`config.mk`:
```
export PLATFORM = sky130hd
export DESIGN_NAME = spi_tx_arbiter_flat
export DESIGN_NICKNAME = d
export VERILOG_FILES = /design/src/rtl/spi_tx_arbiter_if.sv /design/src/rtl/spi_tx_arbiter.sv /design/src/flat_wrapper.sv
export SDC_FILE = /design/constraint.sdc
export NUM_CORES = 1
export LEC_CHECK = 0
export CORE_AREA = 2 2 58 60
export CTS_BUF_LIST = sky130_fd_sc_hd__clkbuf_8
export DETAILED_ROUTE_END_ITERATION = 10
export DIE_AREA = 0 0 60 62
export DONT_BUFFER_PORTS = 1
export GPL_ROUTABILITY_DRIVEN = 1
export GPL_TIMING_DRIVEN = 0
export PLACE_DENSITY = 0.73
export SLEW_MARGIN = 40
export SYNTH_ARGS = -nofsm -noshare
export SYNTH_HDL_FRONTEND = slang
export SYNTH_SLANG_ARGS = --single-unit
export TNS_END_PERCENT = 50
```
`constraint.sdc`:
```
create_clock -name clk -period 2.6 [get_ports clk]
set_clock_uncertainty 0.1 [all_clocks]
set_input_delay 0.26 -clock clk [delete_from_list [all_inputs] [get_ports clk]]
set_output_delay 0.26 -clock clk [all_outputs]
set_load 0.005 [all_outputs]
```
`src/rtl/spi_tx_arbiter_if.sv`:
```
// Byte-producer and serializer handshake bundle shared by the SPI TX arbiter.
// The master modport is the environment side; the slave modport is the arbiter side.
interface spi_tx_arbiter_if #(
  parameter int NUM_REQ = 4
);
  logic [NUM_REQ-1:0]   req_valid;
  logic [8*NUM_REQ-1:0] req_data;
  logic [NUM_REQ-1:0]   req_last;
  logic [NUM_REQ-1:0]   req_ready;
  logic [7:0]           ser_data;
  logic                 ser_start;
  logic                 ser_done;
  logic                 frame_en;

  modport master (
    output req_valid, req_data, req_last, ser_done,
    input  req_ready, ser_data, ser_start, frame_en
  );

  modport slave (
    input  req_valid, req_data, req_last, ser_done,
    output req_ready, ser_data, ser_start, frame_en
  );
endinterface

```
`src/rtl/spi_tx_arbiter.sv`:
```
// Round-robin packet arbiter feeding one SPI byte serializer, with frame enable,
// inter-frame gap and a watchdog on the serializer done handshake.
module spi_tx_arbiter #(
  parameter int NUM_REQ    = 4,
  parameter int GW         = $clog2(NUM_REQ),
  parameter int GAP_CYCLES = 2,
  parameter int TIMEOUT    = 32
) (
  input  logic            clk,
  input  logic            rst,
  spi_tx_arbiter_if.slave bus,
  output logic [GW-1:0]   grant_id,
  output logic            busy,
  output logic            err_timeout,
  input  logic            err_clr
);
  localparam int GCW = (GAP_CYCLES > 1) ? $clog2(GAP_CYCLES) : 1;

  typedef enum logic [2:0] {S_IDLE, S_LOAD, S_START, S_WAIT, S_GAP} state_e;

  state_e           state_q, state_d;
  logic [GW-1:0]    grant_q, grant_d;
  logic [GW-1:0]    ptr_q, ptr_d;
  logic [7:0]       data_q, data_d;
  logic             last_q, last_d;
  logic             fe_q, fe_d;
  logic [7:0]       timer_q, timer_d;
  logic [GCW-1:0]   gap_q, gap_d;
  logic             err_q, err_d;
  logic             err_set;

  logic             win_found;
  logic [GW-1:0]    win_idx;
  logic [GW-1:0]    cand;

  logic [NUM_REQ-1:0]        lane_ready;
  logic [NUM_REQ-1:0]        lane_valid;
  logic [NUM_REQ-1:0]        lane_last;
  logic [NUM_REQ-1:0][7:0]   lane_data;
  logic                      sel_valid;
  logic                      sel_last;
  logic [7:0]                sel_data;

  // Each lane gates its own ready/data with the registered grant; the
  // selected byte is then an OR across lanes.
  for (genvar i = 0; i < NUM_REQ; i++) begin : g_lane
    spi_tx_arbiter_lane u_lane (
      .sel_i   (grant_q == GW'(i)),
      .load_i  (state_q == S_LOAD),
      .valid_i (bus.req_valid[i]),
      .data_i  (bus.req_data[8*i +: 8]),
      .last_i  (bus.req_last[i]),
      .ready_o (lane_ready[i]),
      .valid_o (lane_valid[i]),
      .data_o  (lane_data[i]),
      .last_o  (lane_last[i])
    );
  end

  always_comb begin
    sel_valid = 1'b0;
    sel_last  = 1'b0;
    sel_data  = 8'h00;
    for (int i = 0; i < NUM_REQ; i++) begin
      sel_valid = sel_valid | lane_valid[i];
      sel_last  = sel_last  | lane_last[i];
      sel_data  = sel_data  | lane_data[i];
    end
  end

  // Search starts one past the last winner so the previous owner goes last.
  always_comb begin
    win_found = 1'b0;
    win_idx   = '0;
    cand      = '0;
    for (int k = 1; k <= NUM_REQ; k++) begin
      cand = GW'((int'(ptr_q) + k) % NUM_REQ);
      if (!win_found && bus.req_valid[cand]) begin
        win_found = 1'b1;
        win_idx   = cand;
      end
    end
  end

  always_comb begin
    state_d = state_q;
    grant_d = grant_q;
    ptr_d   = ptr_q;
    data_d  = data_q;
    last_d  = last_q;
    fe_d    = fe_q;
    timer_d = timer_q;
    gap_d   = gap_q;
    err_set = 1'b0;
    unique case (state_q)
      S_IDLE: begin
        if (win_found) begin
          grant_d = win_idx;
          state_d = S_LOAD;
        end
      end
      S_LOAD: begin
        if (sel_valid) begin
          data_d  = sel_data;
          last_d  = sel_last;
          fe_d    = 1'b1;
          timer_d = '0;
          state_d = S_START;
        end
      end
      S_START: begin
        // Timer counts from the load pulse, so the abort lands TIMEOUT
        // cycles after ser_start.
        timer_d = timer_q + 8'd1;
        state_d = S_WAIT;
      end
      S_WAIT: begin
        timer_d = timer_q + 8'd1;
        if (bus.ser_done) begin
          if (last_q) begin
            state_d = S_GAP;
            fe_d    = 1'b0;
            ptr_d   = grant_q;
            gap_d   = '0;
          end else begin
            state_d = S_LOAD;
          end
        end else if (timer_q == 8'(TIMEOUT - 1)) begin
          err_set = 1'b1;
          state_d = S_GAP;
          fe_d    = 1'b0;
          ptr_d   = grant_q;
          gap_d   = '0;
        end
      end
      S_GAP: begin
        if (gap_q == GCW'(GAP_CYCLES - 1)) state_d = S_IDLE;
        else                              gap_d   = gap_q + 1'b1;
      end
      default: state_d = S_IDLE;
    endcase
  end

  assign err_d = err_set ? 1'b1 : (err_clr ? 1'b0 : err_q);

  always_ff @(posedge clk or negedge rst) begin
    if (!rst) begin
      state_q <= S_IDLE;
      grant_q <= '0;
      ptr_q   <= GW'(NUM_REQ - 1);
      data_q  <= 8'h00;
      last_q  <= 1'b0;
      fe_q    <= 1'b0;
      timer_q <= 8'h00;
      gap_q   <= '0;
      err_q   <= 1'b0;
    end else begin
      state_q <= state_d;
      grant_q <= grant_d;
      ptr_q   <= ptr_d;
      data_q  <= data_d;
      last_q  <= last_d;
      fe_q    <= fe_d;
      timer_q <= timer_d;
      gap_q   <= gap_d;
      err_q   <= err_d;
    end
  end

  assign bus.req_ready = lane_ready;
  assign bus.ser_data  = data_q;
  assign bus.ser_start = (state_q == S_START);
  assign bus.frame_en  = fe_q;
  assign grant_id      = grant_q;
  assign busy          = (state_q != S_IDLE);
  assign err_timeout   = err_q;
endmodule

// Per-requester gating: ready only while loading for the granted lane, and
// the lane's byte/last/valid forced to zero unless granted.
module spi_tx_arbiter_lane (
  input  logic       sel_i,
  input  logic       load_i,
  input  logic       valid_i,
  input  logic [7:0] data_i,
  input  logic       last_i,
  output logic       ready_o,
  output logic       valid_o,
  output logic [7:0] data_o,
  output logic       last_o
);
  assign ready_o = sel_i & load_i;
  assign valid_o = sel_i & valid_i;
  assign data_o  = sel_i ? data_i : 8'h00;
  assign last_o  = sel_i & last_i;
endmodule

```
`src/flat_wrapper.sv`:
```
// flat-port wrapper written by rule: the top's interface ports become plain ports
module spi_tx_arbiter_flat 
#(
  parameter int NUM_REQ    = 4,
  parameter int GW         = $clog2(NUM_REQ),
  parameter int GAP_CYCLES = 2,
  parameter int TIMEOUT    = 32
)
  (clk, rst, grant_id, busy, err_timeout, err_clr, bus_req_valid, bus_req_data, bus_req_last, bus_ser_done, bus_req_ready, bus_ser_data, bus_ser_start, bus_frame_en);
  spi_tx_arbiter_if #(.NUM_REQ(NUM_REQ)) bus_i ();
  input  logic clk;
  input  logic rst;
  output logic [GW-1:0] grant_id;
  output logic busy;
  output logic err_timeout;
  input  logic err_clr;
  input wire logic [$bits(bus_i.req_valid)-1:0] bus_req_valid;
  input wire logic [$bits(bus_i.req_data)-1:0] bus_req_data;
  input wire logic [$bits(bus_i.req_last)-1:0] bus_req_last;
  input wire logic [$bits(bus_i.ser_done)-1:0] bus_ser_done;
  output wire logic [$bits(bus_i.req_ready)-1:0] bus_req_ready;
  output wire logic [$bits(bus_i.ser_data)-1:0] bus_ser_data;
  output wire logic [$bits(bus_i.ser_start)-1:0] bus_ser_start;
  output wire logic [$bits(bus_i.frame_en)-1:0] bus_frame_en;
  assign bus_i.req_valid = bus_req_valid;
  assign bus_i.req_data = bus_req_data;
  assign bus_i.req_last = bus_req_last;
  assign bus_i.ser_done = bus_ser_done;
  assign bus_req_ready = bus_i.req_ready;
  assign bus_ser_data = bus_i.ser_data;
  assign bus_ser_start = bus_i.ser_start;
  assign bus_frame_en = bus_i.frame_en;
  spi_tx_arbiter #(.NUM_REQ(NUM_REQ), .GW(GW), .GAP_CYCLES(GAP_CYCLES), .TIMEOUT(TIMEOUT)) u_core (.clk(clk), .rst(rst), .bus(bus_i), .grant_id(grant_id), .busy(busy), .err_timeout(err_timeout), .err_clr(err_clr));
endmodule
```
==> results list, run 1 <==
- Total Routed Length: 3.884 mm
* Arr. time, crit path: 1.85 ns
- Number of buffers added on ports: 0
- RSZ-0062 raised after global routing: false
- Complex-gate fraction of the synthesized area: 11.22%
* Synthesized instance count: 160
- Summed over all cells, the static leakage comes to about 0.8 nW.
- Total via count after detailed routing: 1348
- The final-report max-slew violation count came to 0.
* Largest family of logic cells by synthesized area: multiplexers
- Counting distinct cell types in the post-synthesis netlist gives 49.
- Area share of the leading cell type in the synthesized netlist: 35.06%
* Placeable core area: 0.003179 mm^2
* Final setup violation count: 0
* Nets: 214
- Number of design rule violations left after detail routing: 0
- Critical path's most frequent cell: sky130_fd_sc_hd__clkbuf_1
- The synthesized design contains 27 register bits.
- First-pass GRT wire length: a little over 6 mm
- Post-route clock period utilization: 85.00%
* Max-cap viol count: 0
- Synth Area in Simple Gates: 19.35%
- The critical path contains buffers and inverters numbering 3 combined.
- The final count of hold timing violations came to 0.
- Met1 routing resource usage after global routing: 26.17%
* Largest area contributor in the netlist: sky130_fd_sc_hd__dfrtp_1
- In this run, the number of DRC markers left after iteration 0 of detailed routing was 45.
- For this run the aggregate overflow at the end of global routing stands at 0.
* CTS Root Cell: sky130_fd_sc_hd__clkbuf_8
* Quantity of gates resized following cts: 0
* Worst supply voltage drop on vdd: 0.5185 mV
- In the synthesized netlist, mux cells make up 23.91% of the area.
- Number of antenna violations at the first check in global routing: 0
* Routability congestion estimate from global placement: 0.7571
- Type of the tightest min-delay check: input pin to flop
* Worst relative slew slack: 56.84%
- The clock reaches the later pin of the worst-skew pair after 0.28 ns.
* List of cells traversed by the critical path: clkbuf_1, clkbuf_1, and3_1, buf_4
* Cell class contributing the biggest share of worst-path delay: buffers and inverters
- Core Rows: 21
- By area the synthesized netlist is led by sky130_fd_sc_hd__dfrtp_1 35%, sky130_fd_sc_hd__mux4_1 10%, sky130_fd_sc_hd__mux2_2 5.0%, sky130_fd_sc_hd__mux4_2 3.8%, sky130_fd_sc_hd__dfstp_2 2.9%.
- The number of antenna diodes in the final layout is 0.
- Clock tree from TritonCTS: yes
* Shortest clock period the worst path allows after layout: 2.210 ns
- Met2 usage in global routing: 37.73%
- Sequential elements use 38.01% of the synthesized area.
- Status: completed
- For met3 alone, demand over resource in global routing was 5.590%.
* Floorplan die width: ~60 um
* Cell at the slowest stage of the critical path: sky130_fd_sc_hd__clkbuf_1
- CTS built an H-tree with a depth of 1.
- Die Outline Area: ~0.0037 mm^2
- For the pin with the worst max-slew slack, the measured transition is ~0.64 ns.
* Synthesized net count: 205
- STA classifies the critical path startpoint as a flop.
* Highest fanout seen on the critical path: 10
* Post-synth top flop: sky130_fd_sc_hd__dfrtp_1
- Crit end category: primary output
- Number of top-level design ports: 62
- Clock tree synthesis found a total of 27 sinks.
- Of all flip-flops after synthesis, the portion carrying an async set or reset was 100.0%.
- Timing would allow up to 0.4525 GHz.
- Adder-cell share of the synthesized area: 0.7013%
- In the final timing run, aggregate negative setup slack is 0 ns.
- Global-route layer with the greatest usage: met2
- Avg Vias per Cell: 6.299
- Dividing the detail-routed wire length by the instance count gives between 15 and 20 um.
- On the worst path, the slowest cell contributes a delay of ~0.43 ns.
- CTS buffer count: 3
* Number of detailed-route iterations in the first pass: 4
- For this design the ratio of total power to cell area is 1010 mW/mm^2.
- Clock-pin slew on the worst setup and hold paths: 0.10 ns
* Final total power: just under 2 mW
- Entering global routing, the biggest net connects 28 pins.
- Once the floorplan was initialized, standard cells occupied 56.12% of the core.
- Summing the areas of all xor and xnor instances in the mapped netlist gives less than 1% of the synthesized area.
- Die height: 62 um
- In this run, synthesis inferred 0 flip-flops with an integrated enable.
- The via count of the first global-routing pass is 1423.
* Number of antenna-violating nets in the routed design: 0
- Mean post-synth cell area: 11.15 um^2
- Post-detail-place hpwl: approximately 2.9 mm
- Synth-to-layout area growth: 8.556%
- The worst setup path is of the flop to primary output kind.
- Worst-case clock buffer depth: 2
* Synthesized cell area: 0.001784 mm^2
- For this run, the total global-route usage over all layers was measured as approximately 22%.
- In the final layout, the share of cells above drive strength 1 is 19.05%.
- STA puts the critical path data required time at approximately 2.2 ns.
- Number of warnings printed during yosys synthesis: 0
-- cell usage after synthesis (all sizes together), types with 2 or more instances --
cell type	number
o31ai	3
and3b	3
mux2i	4
nor3	3
nand3	5
buf	7
o211ai	2
dfstp	2
mux4	10
inv	3
dfrtp	25
o32ai	2
or4	3
o21ai	5
nor2	6
mux2	11
or3	3
nor4	2
nor3b	2
nand2b	4
nand3b	4
a21oi	7
nand2	9
or2	2
clkbuf	9
and3	3
nand4	3
-- cell families after synthesis --
| logic type | after synthesis |
|---|---|
| compound gates | 29 |
| xor+xnor | 1 |
| fa+ha+maj | 1 |
| buf+inv | 19 |
| flops | 27 |
| mux | 25 |
| simple gates | 58 |
-- final timing paths --
check / start / endpoint / slack, ns / cells after the start
worst max-delay path: u_core.grant_id[1] / bus_req_ready[3] / 0.39 / 4
min in group asynchronous: rst / u_core.bus.frame_en / 0.30 / 2
worst max register to register: u_core.grant_id[1] / u_core.bus.ser_data[7] / 0.43 / 6
worst min-delay path: bus_req_valid[3] / u_core.grant_id[1] / 0.06 / 2
max in group asynchronous: rst / u_core.ptr_q[0] / 1.87 / 2
worst min register to register: u_core.gap_q / u_core.state_q[2] / 0.36 / 1
-- where the power goes --
part,total [mW],internal (mW),switching (mW),leakage (nW)
combinational,0.987,0.534,0.453,0.439
sequential,0.729,0.585,0.145,0.333
clock,0.240,0.106,0.134,0.0269
-- metal layers --
layer / wire length, um / part of all wire, % / vias to the layer above
met2: 2041 / 53 / 39
met1: 1561 / 40 / 670
li1: - / - / 631
met3: 213 / 5.5 / 8
met4: 67 / 1.7 / 0
met5: 0 / 0 / -
-- cell usage in the layout (no fill, tap or decap), types with 4 or more instances in the layout --
master / n
sky130_fd_sc_hd__nand3_1: 5
sky130_fd_sc_hd__a21oi_1: 7
sky130_fd_sc_hd__dfrtp_1: 25
sky130_fd_sc_hd__o21ai_0: 5
sky130_fd_sc_hd__nand3b_1: 4
sky130_fd_sc_hd__mux2_2: 8
sky130_fd_sc_hd__buf_4: 4
sky130_fd_sc_hd__nor2_1: 6
sky130_fd_sc_hd__mux4_1: 7
sky130_fd_sc_hd__clkbuf_1: 9
sky130_fd_sc_hd__nand2b_1: 4
sky130_fd_sc_hd__inv_1: 4
sky130_fd_sc_hd__mux2i_1: 4
sky130_fd_sc_hd__nand2_1: 9
-- final cells by class --
class / instances / area, um^2
fillers: 277 / 1242
repair buffers: 4 / 50.05
flip-flops and latches: 27 / 678.2
inverters: 3 / 11.26
clock inverters: 1 / 3.754
well taps: 46 / 57.56
clock buffers: 3 / 41.29
multi-input cells: 114 / 993.5
plain buffers: 16 / 101.3
-- what timing repair did --
item / 4_1_cts / 5_1_grt
endpoints found under the hold margin: 28 / 0
hold buffers: 4 / 0
buffers inserted: 0 / 0
endpoints found under the setup margin: 0 / 0
-- per-stage QoR --
stage,setup slack [ns],instance area [um^2],cells,utilization [%],hold WS (ns)
after detailed placement,0.4759,1842,206,57.93,-0.1347
after CTS,0.4034,1937,214,60.92,0.06292
after floorplan,0.6560,1784,160,-,-0.1356
final,0.3899,1937,214,60.92,0.06379
after global routing,0.2821,1937,214,60.92,0.08489
after global placement,0.5074,1842,206,57.93,-0.1348
-- sequential cells by signal, summed over array words and instances (netlist names) --
signal / count
u_core.timer_q: 8
u_core.err_timeout: 1
u_core.ptr_q: 2
u_core.bus.ser_data: 8
u_core.grant_id: 2
u_core.last_q: 1
u_core.gap_q: 1
u_core.bus.frame_en: 1
u_core.state_q: 3
Power figures use the tool's default switching activity.
==> run 2, diff against run 1 <==
--- a/config.mk
+++ b/config.mk
@@ -12,6 +12,7 @@
 export DONT_BUFFER_PORTS = 1
 export GPL_ROUTABILITY_DRIVEN = 1
 export GPL_TIMING_DRIVEN = 0
+export HOLD_SLACK_MARGIN = 0.15
 export PLACE_DENSITY = 0.73
 export SLEW_MARGIN = 40
 export SYNTH_ARGS = -nofsm -noshare
==> results list, run 2 (synthesized netlist as in run 1, its figures left out) <==
* Status: completed
- For the worst setup path, the data arrival time is 2.49 ns.
* Post-route core utilization: 62.81%
* Final worst setup slack: ~0.23 ns
- After detailed routing, the number of remaining DRC violations is 0.
- Sequential cells account for 36.9% of the total power.
- For this block, wires on met1 add up to 1.604 mm.
- Pin placement for this block handled between 60 and 70 I/O pins.
- Fill cells in the final layout number 273.
- Across the run, the number of max-cap violations was 0.
- The later pin in the worst-skew pair is clocked with a latency of around 0.27 ns.
- Core Rows: 21
- Required arrival time at the worst endpoint: 2.72 ns
- Entering global routing, the biggest net connects 28 pins.
* CTS Root Cell: sky130_fd_sc_hd__clkbuf_8
- Type of the tightest min-delay check: input pin to flop
- Most frequent standard cell in the layout excluding fill and tap cells: sky130_fd_sc_hd__dfrtp_1
- Nets: 220
- Number of buffers added on ports: 0
* Final Max Tran Viols: 0
* Element type at the critical path start: flop
* Final setup violation count: 0
* CTS buffer count: 3
- Number of setup buffers added after CTS: 0
- For this run, the detailed router's first-pass iteration total came to 4.
- Number of hold violations in the final report: 0
- Internal cell power: between 1 and 1.5 mW
- Part of the total power dissipated in the clock network: approximately an eighth
* Clock tree from TritonCTS: yes
- The clock passes through at most 2 buffers.
- The first routing iteration left 52 violations.
- Top library cells by usage in the layout, fill and taps aside: 25 x sky130_fd_sc_hd__dfrtp_1, 9 x sky130_fd_sc_hd__clkbuf_1, 9 x sky130_fd_sc_hd__nand2_1, 9 x sky130_fd_sc_hd__dlygate4sd3_1, 8 x sky130_fd_sc_hd__mux2_2
* Highest fanout seen on the critical path: 8
- The floorplan step set the die width to ~60 um.
- Wire segments on met2 add up to 2.105 mm in the final route.
- From synthesis to final layout, the design area changed by 11.92%.
- After detailed routing, no signal wire sits above met4.
- The floorplan step defined a die boundary enclosing 0.003720 mm^2.
* Number of antenna-violating nets in the routed design: 0
- The first global-routing pass estimated around 6.3 mm of wire.
- The final layout contains routed wiring with a total length of approximately 4 mm.
* Worst relative slew slack: 59.16%
- In this run, the combinational gates consume between 50 and 60% of the power.
- The wire-length estimate of the detail-placed layout is 2.896 mm.
* Switching component of the power: 735.3 uW
- Worst-margin pin slew: 0.6071 ns
* Lkg Pwr: 0.8228 nW
- In the routed layout, each cell is associated on average with a via count of 6.341.
- Clock-pin slew on the worst setup and hold paths: 0.09 ns
- Number of global-route vias before repair: roughly 1500
- In this run switching power makes up 37.13% of total power.
- STA classifies the critical path endpoint as a flop.
* Number of antenna violations at the first check in global routing: 0
- From bottom edge to top edge, the die measures between 60 and 70 um.
- After layout, the minimum clock period comes to 2.375 ns.
* Fraction of layout cells with a size suffix above 1: 18.39%
* Placeable core area: 0.003179 mm^2
- At the end of routability-driven placement, the weighted congestion stood at 0.7571.
* Final setup TNS: 0 ns
- Dividing total power by cell area gives a power density of 991.8 mW/mm^2.
* Highest clock rate: between 0.4 and 0.5 GHz
- RSZ-0062 raised after global routing: false
* Setup slack after placement: ~0.48 ns
- Once the floorplan was initialized, standard cells occupied 56.12% of the core.
* Sinks on Clock Net: 27
* Critical Setup Path Class: flop to flop
- The routed layout has 1395 vias.
* H-Tree Level Count: 1
- The number of antenna diodes in the final layout is 0.
* Worst supply voltage drop on vdd: 0.5189 mV
- After layout, the worst path uses 91.34% of the clock period.
- Global-route usage over all layers: 22.68%
- WL/cell: between 15 and 20 um
* Wire length on met3: 199 um
* Total congestion overflow after global routing: 0
-- run 2: through the flow --
| step | instances | cell area [um^2] | hold slack [ns] | power [mW] |
|---|---|---|---|---|
| 2_1_floorplan | 160 | 1784 | -0.1356 | 1.526 |
| 3_3_place_gp | 206 | 1842 | -0.1348 | 1.669 |
| 3_5_place_dp | 206 | 1842 | -0.1347 | 1.713 |
| 4_1_cts | 220 | 1997 | 0.1632 | 1.993 |
| 5_1_grt | 220 | 1997 | 0.1902 | 2.136 |
| 6_report | 220 | 1997 | 0.1674 | 1.981 |
-- run 2: path summary, 6_finish.rpt --
path                                 start                  to  slack, ns  depth (start not counted)
setup / recovery           u_core.ptr_q[1]  u_core.grant_id[0]       0.23                          5
hold / removal                bus_ser_done     u_core.ptr_q[0]       0.17                          3
setup reg to reg           u_core.ptr_q[1]  u_core.grant_id[0]       0.23                          5
hold reg to reg               u_core.gap_q   u_core.state_q[2]       0.36                          1
max in group asynchronous              rst     u_core.ptr_q[0]       1.87                          2
min in group asynchronous              rst   u_core.timer_q[7]       0.31                          2
-- run 2: critical path, stage by stage, from the launching register on --
cell and delay [ns]:
sky130_fd_sc_hd__dfstp_2 0.53, sky130_fd_sc_hd__clkbuf_1 0.28, sky130_fd_sc_hd__nand3b_1 0.11, sky130_fd_sc_hd__dlygate4sd3_1 0.56, sky130_fd_sc_hd__a41oi_1 0.17, sky130_fd_sc_hd__dlygate4sd3_1 0.57
-- run 2: what timing repair did --
action | 4_1_cts | 5_1_grt
hold endpoints to repair | 32 | 0
endpoints found under the setup margin | 0 | 0
resized for setup | 0 | 0
hold buffers | 10 | 0
-- run 2: area by class of cell --
| type | instances | area, um^2 | area share [%] |
|---|---|---|---|
| Buffer | 16 | 101.3 | 5.075 |
| Clock buffer | 3 | 41.29 | 2.068 |
| Clock inverter | 1 | 3.754 | 0.1880 |
| Inverter | 3 | 11.26 | 0.5639 |
| Multi-Input combinational cell | 114 | 993.5 | 49.75 |
| Sequential cell | 27 | 678.2 | 33.96 |
| Tap cell | 46 | 57.56 | 2.882 |
| Timing Repair Buffer | 10 | 110.1 | 5.514 |
-- run 2: power groups by stage --
stage                     Sequential [mW]  Combinational, mW  Clock (mW)
after floorplan                     0.696              0.830           0
after global placement              0.734              0.934           0
after detailed placement            0.738              0.975           0
after CTS                           0.731               1.02       0.246
after global routing                0.759               1.11       0.267
final                               0.731               1.01       0.238
-- run 2: routing by layer --
metal  up-vias  global-route usage [%]
met1       710                   27.20
met3         8                   5.383
met2        36                   39.44
li1        641                       -
met5         -                       0
met4         0                   9.206
==> run 3, diff against run 2 <==
==> constraint.sdc (replaced) <==
create_clock -name clk -period 2.2 [get_ports clk]
set_clock_uncertainty 0.1 [all_clocks]
set_input_delay 0.22 -clock clk [delete_from_list [all_inputs] [get_ports clk]]
set_output_delay 0.22 -clock clk [all_outputs]
set_load 0.005 [all_outputs]
==> results list, run 3 (synthesized netlist as in run 1, its figures left out) <==
* Status: completed
* Type of the tightest min-delay check: input pin to flop
- Top library cells by usage in the layout, fill and taps aside: 25 x sky130_fd_sc_hd__dfrtp_1, 10 x sky130_fd_sc_hd__dlygate4sd3_1, 9 x sky130_fd_sc_hd__nand2_1
* Number of antenna-violating nets in the routed design: 0
* Number of instances in the placed design: 206
* Floorplan die width: 60 um
* Arr. time, crit path: 2.12 ns
- Maximum number of pins on one net before global-route repair: 28
* Post-route clock period utilization: between 90% and 100%
- Sequential cell area: 678.2 um^2
- The routed design has around 4.0 mm of wire.
- Worst-margin pin slew: 0.6269 ns
- The worst register-to-register path has a depth of 6.
- After floorplanning, the core was divided into 21 placement rows.
- Insertion delay to the later sink of the worst-skew pair: 0.28 ns
- Highest fanout seen on the critical path: 10
* Placeable core area: 0.003179 mm^2
* CP Capture Point: u_core.bus.ser_data[7]
* Final total power: 2.330 mW
* Number of design rule violations left after detail routing: 0
- Power Dens Cells: approximately 1200 mW/mm^2
* Slack of the worst reg-to-reg path: 0.14 ns
* Crit end category: flop
- In the final layout, the share of cells above drive strength 1 is 19.43%.
* Lkg Pwr: 0.8341 nW
- Total congestion overflow after global routing: 0
- The tool flagged a number of max-cap violations equal to 0.
- Relative to the synthesized area, the layout overhead comes to 12.62%.
* Clock tree from TritonCTS: yes
- The via count of the first global-routing pass came to roughly 1500.
- Critical Setup Path Class: flop to flop
- Routability congestion estimate from global placement: 0.7571
- The initial utilization of the core area, before any placement, comes to 56.12%.
* CTS Root Cell: sky130_fd_sc_hd__clkbuf_8
- In this run, CTS created clock tree buffers numbering 3.
* Shortest clock period the worst path allows after layout: 2.056 ns
- The wire-length estimate of the detail-placed layout is roughly 2.9 mm.
* Avg Vias per Cell: 6.367
- Number of setup buffers added after CTS: 0
- Sinks on Clock Net: 27
* Launch instance of the worst register-to-register path: u_core.grant_id[0]
- ANT cells: 0
- Counting the fill cells in the layout gives 272.
- Die Outline Area: 0.003720 mm^2
- Final setup TNS: 0 ns
- Nets: 221
- Global-route usage over all layers: 23.08%
- Clock-pin slew on the worst setup and hold paths: 0.09 ns
- H-Tree Level Count: 1
* Highest clock rate: slightly below 0.5 GHz
* Worst-case clock buffer depth: 2
- In this run the tightest slew margin relative to its limit is a little under 60%.
- During I/O placement, the number of pins put on the boundary was 62.
- In this run the tool buffered the top-level ports with 0 buffer cells.
- The routed layout has 1407 vias.
- Number of detailed-route iterations in the first pass: 4
* Worst reg2reg path endpoint: u_core.bus.ser_data[7]
* RSZ-0062 raised after global routing: false
* Most frequent standard cell in the layout excluding fill and tap cells: sky130_fd_sc_hd__dfrtp_1
- Across the VDD grid, the largest voltage drop is slightly above 0.6 mV.
- STA classifies the critical path startpoint as a flop.
* Area used by multi-input combinational logic: 993.5 um^2
- Number of DRC markers after the initial detailed-route iteration: 44
* Number of standard cells in the layout, taps in and fillers out: between 200 and 250
- Required arrival time at the worst endpoint: 2.27 ns
- Final setup violation count: 0
* First-pass GRT wire length: 6.437 mm
* WL/cell: between 15 and 20 um
- The initial antenna violation count came to 0.
- Crit. Startpoint: u_core.grant_id[0]
- The die is approximately 62 um tall.
* Number of hold violations in the final report: 0
- The final-report max-slew violation count was 0.
[run 3: routing by layer]
| layer | track usage [%] | vias up | wire (um) |
|---|---|---|---|
| met5 | 0 | - | 0 |
| met4 | 9.206 | 0 | 74 |
| met3 | 5.383 | 9 | 202 |
| met2 | 40.68 | 39 | 2154 |
| met1 | 27.33 | 714 | 1603 |
| li1 | - | 645 | - |
[run 3: critical path, stage by stage (launching register included)]
cell and delay [ns]:
sky130_fd_sc_hd__dfrtp_1 0.39, sky130_fd_sc_hd__buf_6 0.18, sky130_fd_sc_hd__mux4_2 0.52, sky130_fd_sc_hd__and2_1 0.18, sky130_fd_sc_hd__buf_6 0.14, sky130_fd_sc_hd__buf_8 0.14, sky130_fd_sc_hd__mux2_4 0.29
[run 3: metrics by stage]
step	area [um^2]	hold slack (ns)	worst slack (ns)	utilization [%]
final	2009	0.1663	0.1444	63.20
after global routing	2009	0.1808	0.05792	63.20
after CTS	2007	0.1616	0.04342	63.12
after detailed placement	1842	-0.1747	0.07594	57.93
after global placement	1842	-0.1748	0.1074	57.93
after floorplan	1784	-0.1756	0.2560	-
[run 3: how the worst min path moves through the flow]
stage                       from             endpoint  slack [ns]  cells past startpoint
floorplan                    rst  u_core.bus.frame_en       -0.18                      0
global placement             rst    u_core.timer_q[7]       -0.17                      0
detailed placement           rst    u_core.timer_q[7]       -0.17                      0
global route        bus_ser_done    u_core.state_q[0]        0.18                      3
CTS                 bus_ser_done    u_core.state_q[0]        0.16                      3
finish              bus_ser_done    u_core.state_q[0]        0.17                      3
[run 3: cell type report]
type / instances / share of cell area [%]
Sequential cell: 27 / 33.75
Inverter: 3 / 0.5604
Clock inverter: 1 / 0.1868
Timing Repair Buffer: 11 / 5.978
Multi-Input combinational cell: 114 / 49.44
Buffer: 16 / 5.168
Tap cell: 46 / 2.864
Clock buffer: 3 / 2.055
[run 3: where the power goes]
| part | switching (mW) | internal (mW) | leakage, nW |
|---|---|---|---|
| Clock | 0.157 | 0.125 | 0.0269 |
| Sequential | 0.173 | 0.691 | 0.333 |
| Combinational | 0.539 | 0.644 | 0.474 |
[run 3: repair_timing]
| action | CTS | global route |
|---|---|---|
| resized for setup | 0 | 4 |
| endpoints found under the hold margin | 32 | 0 |
| hold buffers | 11 | 0 |
| endpoints found under the setup margin | 0 | 7 |
